File: config.mk
export PLATFORM = sky130hd
export DESIGN_NAME = fifo_write_ctrl_rf
export DESIGN_NICKNAME = d
export VERILOG_FILES = /design/src/rtl/fifo_write_ctrl_rf.sv
export SDC_FILE = /design/constraint.sdc
export NUM_CORES = 1
export LEC_CHECK = 0
export ABC_AREA = 1
export CAP_MARGIN = 25
export CORE_UTILIZATION = 40
export DETAILED_ROUTE_END_ITERATION = 8
export PLACE_DENSITY = 0.65
export RECOVER_POWER = 25
export SKIP_LAST_GASP = 1
export SLEW_MARGIN = 10
export SYNTH_ARGS = -nofsm -noshare
export SYNTH_HDL_FRONTEND = slang
export SYNTH_SLANG_ARGS = --single-unit
File: constraint.sdc
create_clock -name clk -period 3.47 [get_ports clk]
set_clock_uncertainty 0.15 [all_clocks]
set_input_delay 0.694 -clock clk [delete_from_list [all_inputs] [get_ports clk]]
set_output_delay 0.694 -clock clk [all_outputs]
set_load 0.03 [all_outputs]
File: src/rtl/fifo_write_ctrl_rf.sv
// Write end and storage of an 8-entry FIFO: one-hot write decoder, register file,
// read/write pointers, occupancy count and registered handshake flags.
module fifo_write_ctrl_rf #(
   parameter int unsigned WIDTH = 32,
   parameter int unsigned DEPTH = 8,
   localparam int unsigned AW = $clog2(DEPTH),
   localparam int unsigned CW = $clog2(DEPTH + 1)
) (
   input  logic                     clk,
   input  logic                     reset,
   input  logic                     wr_en,
   input  logic [WIDTH-1:0]         d_in,
   input  logic                     rd_en,
   output logic [WIDTH*DEPTH-1:0]   rf_data,
   output logic [AW-1:0]            wr_ptr,
   output logic [AW-1:0]            rd_ptr,
   output logic [CW-1:0]            data_count,
   output logic                     full,
   output logic                     empty,
   output logic                     wr_ack,
   output logic                     wr_err,
   output logic                     rd_ack,
   output logic                     rd_err
);

   logic             wr_acc;
   logic             rd_acc;
   logic [DEPTH-1:0] wr_sel;

   // Status derives only from the count; pointers are equal both when empty and full.
   assign full   = (data_count == CW'(DEPTH));
   assign empty  = (data_count == '0);
   assign wr_acc = wr_en & ~full;
   assign rd_acc = rd_en & ~empty;
   assign wr_sel = DEPTH'(1) << wr_ptr;

   // One register per entry; only the decoded entry loads on an accepted write.
   for (genvar i = 0; i < DEPTH; i++) begin : g_entry
      logic [WIDTH-1:0] entry_q;

      always_ff @(posedge clk) begin
         if (reset) begin
            entry_q <= '0;
         end else if (wr_acc && wr_sel[i]) begin
            entry_q <= d_in;
         end
      end

      assign rf_data[WIDTH*i +: WIDTH] = entry_q;
   end

   // Pointers, occupancy and single-cycle handshake pulses.
   always_ff @(posedge clk) begin
      if (reset) begin
         wr_ptr     <= '0;
         rd_ptr     <= '0;
         data_count <= '0;
         wr_ack     <= 1'b0;
         wr_err     <= 1'b0;
         rd_ack     <= 1'b0;
         rd_err     <= 1'b0;
      end else begin
         if (wr_acc) wr_ptr <= wr_ptr + AW'(1);
         if (rd_acc) rd_ptr <= rd_ptr + AW'(1);
         data_count <= data_count + CW'(wr_acc) - CW'(rd_acc);
         wr_ack     <= wr_acc;
         wr_err     <= wr_en & full;
         rd_ack     <= rd_acc;
         rd_err     <= rd_en & empty;
      end
   end

endmodule

==> results of run 1 <==
[critical path: stages (launching register included)]
cell and delay (ns):
dfxtp_1 0.36, nor2_1 0.35, nand2_8 0.22, inv_1 0.11
clkdlybuf4s50_1 0.70
[sequential cells by signal, indices dropped and copies added (netlist names)]
register and count:
data_count 4, wr_err 1, g_entry.entry_q 256, wr_ptr 3, rd_err 1, wr_ack 1
rd_ack 1, rd_ptr 3
[stage by stage]
step | worst slack, ns | std cells
2_1_floorplan | 0.7866 | 2071
3_3_place_gp | 0.7386 | 2703
3_5_place_dp | 0.6585 | 2703
4_1_cts | 0.3980 | 2757
5_1_grt | 0.2204 | 2757
6_report | 0.3084 | 2757
[power breakdown]
group / internal [W] / leakage, nW / switching [W]
clock network: 0.00193 / 0.483 / 0.00127
logic: 0.00112 / 5.60 / 0.00225
registers: 0.00343 / 2.19 / 0.000225
total: 0.00648 / 8.28 / 0.00375
[cell families after synthesis]
kind of cell / after synthesis
XOR/XNOR: 1
buffers and inverters: 707
adder cells (fa/ha/maj): 14
AO/OA/AOI/OAI: 8
flip-flops: 270
AND/OR/NAND/NOR: 1071
[area by class of cell]
cell class	count	area, sq um	area share, %
sequential	270	5405	31.20
multi-input combinational	1094	4937	28.50
timing repair buffer	335	3306	19.08
inverter	569	2143	12.37
clock buffer	50	917.1	5.294
tap	435	544.3	3.142
clock inverter	4	70.07	0.4045
[cells in the final DEF, fill, tap and decap left out, types with 3 or more instances in the layout]
cell,synthesis,final
nand3_1,11,10
clkbuf_1,44,15
nor2_2,4,3
a21oi_1,3,3
buf_12,0,3
nor2_1,274,275
clkdlybuf4s50_1,0,274
dlygate4sd3_1,0,32
buf_4,0,19
clkbuf_16,0,31
inv_2,3,3
nand4_1,256,256
clkbuf_8,0,8
nand2_1,525,525
o21ai_0,5,5
ha_1,13,12
inv_1,566,565
dfxtp_1,270,270
clkbuf_2,0,3
[metal layers]
layer,GRT usage [%],share of wire (%)
met1,33.75,43
met2,42.02,46
met3,4.071,7.7
met4,7.633,3.0
met5,0,0
[worst paths after layout]
kind | from | endpoint
worst max-delay path | data_count[1] | full
worst min register to register | g_entry[3].entry_q[10] | g_entry[3].entry_q[10]
worst min-delay path | g_entry[3].entry_q[10] | g_entry[3].entry_q[10]
worst max register to register | data_count[1] | g_entry[3].entry_q[19]
==> qor.csv, run 1 <==
metric,value,unit
core,31880,sq um
place_area,16360,sq um
clock_sink_count,270,
globalRoute.totalOverflow,0,
violations,"capacitance limit, slew limit",
drcViolationCount,0,
die-height,182.8,microns
ys_top_cells_by_count,"566 x inv_1, 525 x nand2_1, 274 x nor2_1",
numCtsBuffers,30,
synth_area,13080,sq um
maxSlewViolCount,211,
dr.pass1.iters,6,
finalCritPeriodShare,91.11,%
yosys-top-cells-area,"dfxtp_1 41%, inv_1 16%, nand2_1 15%",
die_w,182.8,microns
fmax,316.3,MHz
synth_compound_area_share,0.3061,%
power.density,590.5,nW/um^2
maxCapViolations,3,
place.gp.congestion,0.8147,
synthDominantCellAreaShare,41.32,%
routed_via_density,4.674,
holdBufCountCts,0,
holdPathStages,4,
drive_above_1_share,3.359,%
total_power,0.01023,W
synth_top_family_by_area,simple AND/OR/NAND/NOR gates,
grt_max_degree,102,
reg2reg_depth,7,
setup_tns,0,ns
reg2reg_slack,0.60,ns
clk_latency,0.56,ns
hpwl,27320,microns
port_buffers,307,
leakage,8.279,nW
synth_edf_count,0,
antenna_found_initial,0,
period_needed,3.162,ns
yosysUniqueCellTypes,18,
synth_simple_gate_area_share,35.83,%
synthFlopType,dfxtp_1,
cp-end-kind,output port,
slew_headroom,-32.10,%
finalSetupViolCount,0,
nFillCells,3114,
nets,2350,
design_area,17320,sq um
fin_worst_hold_slack,0.3561,ns
row_count,65,
netlist_instances,2071,
routedWlPerCell,15.64,microns
yosysMostFrequentCell,inv_1,
rsz0062_at_grt,no,
synth_fa_ha_area_share,1.397,%
ys_async_sr_fraction,0,%
synthXorXnorAreaFrac,0.06696,%
grt_use_total,25.32,%
ios,308,
synth_top_cell_by_area,dfxtp_1,
synthesis.nets,2121,
startpoint_type,register,
postSynthAreaPerCell,6.316,sq um
tightest_slew,1.982,ns
initial_core_util,41.03,%
finalHoldViolations,0,
clockBufferDepth,3,
crit_fanout,32,
first_global_vias,11720,
post_cts_buffers,0,
antenna_cells,0,
clockRootBuffer,clkbuf_16,
crit_type,reg -> out,
ir_worst_vdd,387.0,uV
required,2.63,ns
wirelength,43130,microns
vias,12890,
htreeDepth,1,
drtIter0Drc,1141,
cts.clk_slew.worst_paths,0.06,ns
hp-class,reg -> reg,
drtAntennaViolNets,0,
cts_resized,0,
dieArea,33430,sq um
outcome,"finished, violations left",
yosysWarnings,0,
fin_util,54.34,%
synth_mux_area_share,0,%
syn_to_final_growth,32.44,%
synth_seq_cells,270,
ys_seq_area_share,41.32,%
grt_pass1_wl,66630,microns
cts_tree,yes,
worstPathArrival,2.32,ns
(Power assumes the default switching activity.)
==> run 2, diff against run 1 <==
--- a/config.mk
+++ b/config.mk
@@ -9,7 +9,7 @@
 export CAP_MARGIN = 25
 export CORE_UTILIZATION = 40
 export DETAILED_ROUTE_END_ITERATION = 8
-export PLACE_DENSITY = 0.65
+export PLACE_DENSITY = 0.76
 export RECOVER_POWER = 25
 export SKIP_LAST_GASP = 1
 export SLEW_MARGIN = 10
==> run 2 against run 1 <==
- first-iteration DRC count rose by 1.1%
- global-route usage fell by 0.14 points
- critical path type unchanged
- via count rose by 2.7%
- largest cell class unchanged
- the flow now finishes without violations
- clock power rose by 5%
==> qor.csv, run 2 (synthesized netlist as in run 1, its figures left out) <==
metric,value,unit,change
intPower,0.006544,W,+1.0%
antenna_cells,0,,unchanged
fin_util,54.56,%,+0.22 points
maxCapViolations,0,,-3
clockRootBuffer,clkbuf_16,,
crit_fanout,66,,+110%
drcViolationCount,0,,unchanged
nFillCells,3008,,-3.4%
nets,2348,,-0.085%
drtAntennaViolNets,0,,unchanged
most-common-layout-cells,"565 x inv_1, 525 x nand2_1, 275 x nor2_1, 270 x dfxtp_1, 256 x nand4_1",,
switching_share,37.03,%,+0.37 points
setup_tns,0,ns,unchanged
ios,308,,unchanged
slew_headroom,29.48,%,+62 points
maxSlewViolCount,0,,-100%
power_frac_clock,32.5,%,+1.2 points
outcome,finished clean,,
die_w,182.8,microns,unchanged
startpoint_type,register,,
hpwl,27850,microns,+2.0%
leakage,8.442,nW,+2.0%
core,31880,sq um,unchanged
clockBufferDepth,3,,unchanged
htreeDepth,1,,unchanged
crit_type,reg -> out,,
clock_sink_count,270,,unchanged
dieArea,33430,sq um,unchanged
regMostFlops,g_entry.entry_q,,
routedWlPerCell,15.71,microns,+0.44%
clk_latency,0.55,ns,about the same
crit_top_cell,inv_1,,
grt_pass1_wl,66280,microns,-0.52%
row_count,65,,unchanged
cts_tree,yes,,
routed_via_density,4.800,,+2.7%
largest_reg_flops,256,,unchanged
cp_slowest_cell,clkdlybuf4s50_1,,
sequentialPowerShare,35.2,%,-0.6 points
drtIter0Drc,1154,,+1.1%
combPwrFrac,32.4,%,-0.5 points
fmax,316.0,MHz,-0.11%
finalSetupViolCount,0,,unchanged
finalHoldViolations,0,,unchanged
top_regs,"g_entry.entry_q (256), data_count (4)",,
final_common_cell,inv_1,,
port_buffers,307,,unchanged
cp_cell_sequence,inv_1 -> ha_1 -> nand2_8 -> inv_1 -> clkdlybuf4s50_1,,
grt_use_total,25.18,%,-0.14 points
syn_to_final_growth,32.98,%,
hp-class,reg -> reg,,
first_global_vias,12150,,+3.7%
tightest_slew,1.058,ns,-0.9238 ns
finalCritPeriodShare,91.21,%,+0.099 points
ir_worst_vdd,355.3,uV,-8.2%
dr.pass1.iters,8,,+2
rsz0062_at_grt,no,,
p_switching,0.003848,W,+2.6%
period_needed,3.165,ns,+0.003420 ns
cts_resized,0,,unchanged
max_stage_delay,0.68,ns,-0.02 ns
required,2.63,ns,about the same
vias,13230,,+2.7%
cts.clk_slew.worst_paths,0.06,ns,about the same
globalRoute.totalOverflow,0,,unchanged
dp_cells,2701,,-0.074%
power.density,597.5,nW/um^2,+1.2%
grt_max_degree,109,,+6.9%
numCtsBuffers,29,,-3.3%
antenna_found_initial,0,,unchanged
drive_above_1_share,3.878,%,+0.52 points
final-instance-count-excl-fill,2756,,-0.036%
wirelength,43300,microns,+0.40%
cp-end-kind,output port,,
die-height,182.8,microns,unchanged
place.gp.congestion,0.8109,,-0.47%
worstPathArrival,2.32,ns,about the same
post_cts_buffers,0,,unchanged
initial_core_util,41.03,%,unchanged
holdBufCountCts,0,,unchanged
==> run 2: changes by cell type in the layout (fill, tap and decap cells not counted), sizes merged <==
cell	before	now
clkbuf	57	40
bufinv	2	5
clkinv	2	8
buf	22	23
clkinvlp	0	4
inv	569	571
dlygate4sd3	32	73
clkdlybuf4s50	274	233
==> run 2: area by class of cell <==
| class | count | area, sq um | area share (%) |
|---|---|---|---|
| sequential | 270 | 5405 | 31.07 |
| multi-input combinational | 1094 | 4937 | 28.38 |
| timing repair buffer | 334 | 3328 | 19.13 |
| inverter | 569 | 2143 | 12.32 |
| clock buffer | 35 | 798.3 | 4.589 |
| tap | 435 | 544.3 | 3.129 |
| clock inverter | 19 | 237.7 | 1.367 |
==> run 2: per-stage QoR <==
| step | hold WS, ns | setup slack (ns) | cell area (sq um) | power [W] |
|---|---|---|---|---|
| final | 0.3568 | 0.3050 | 17390 | 0.01039 |
| after global routing | 0.3834 | 0.1748 | 17390 | 0.01091 |
| after CTS | 0.3579 | 0.2919 | 17400 | 0.01046 |
| after detailed placement | 0.3455 | 0.4930 | 16360 | 0.007082 |
| after global placement | 0.3323 | 0.5639 | 16330 | 0.006991 |
| after floorplan | 0.4520 | 0.7866 | 13080 | 0.005928 |
==> run 2: worst paths after layout <==
path              cells past startpoint  slack, ns                   from               endpoint
hold / removal                        4       0.36  g_entry[4].entry_q[1]  g_entry[4].entry_q[1]
setup / recovery                      5       0.31          data_count[2]                   full
setup reg to reg                      8       0.62          data_count[2]  g_entry[1].entry_q[8]
hold reg to reg                       4       0.36  g_entry[4].entry_q[1]  g_entry[4].entry_q[1]
==> run 2: routing by layer <==
metal | track usage [%] | vias up | part of all wire (%)
li1 | - | 6564 | -
met1 | 32.05 | 5922 | 41
met2 | 41.40 | 631 | 46
met3 | 3.852 | 112 | 8.8
met4 | 12.83 | 0 | 4.6
met5 | 0 | - | 0
==> run 2: power by group through the flow <==
stage                     logic [W]  clock network [W]  registers, W
after floorplan             0.00162                  0       0.00431
after global placement      0.00328                  0       0.00371
after detailed placement    0.00336                  0       0.00372
after CTS                   0.00338            0.00342       0.00366
after global routing        0.00367            0.00356       0.00369
final                       0.00337            0.00337       0.00365
==> run 2: worst max-delay path: cells and delay by family (launching register included) <==
kind	cells	cell delay (ns)
adder cells (fa/ha/maj)	1	0.26
flip-flops	1	0.31
AND/OR/NAND/NOR	1	0.27
buffers and inverters	3	0.90
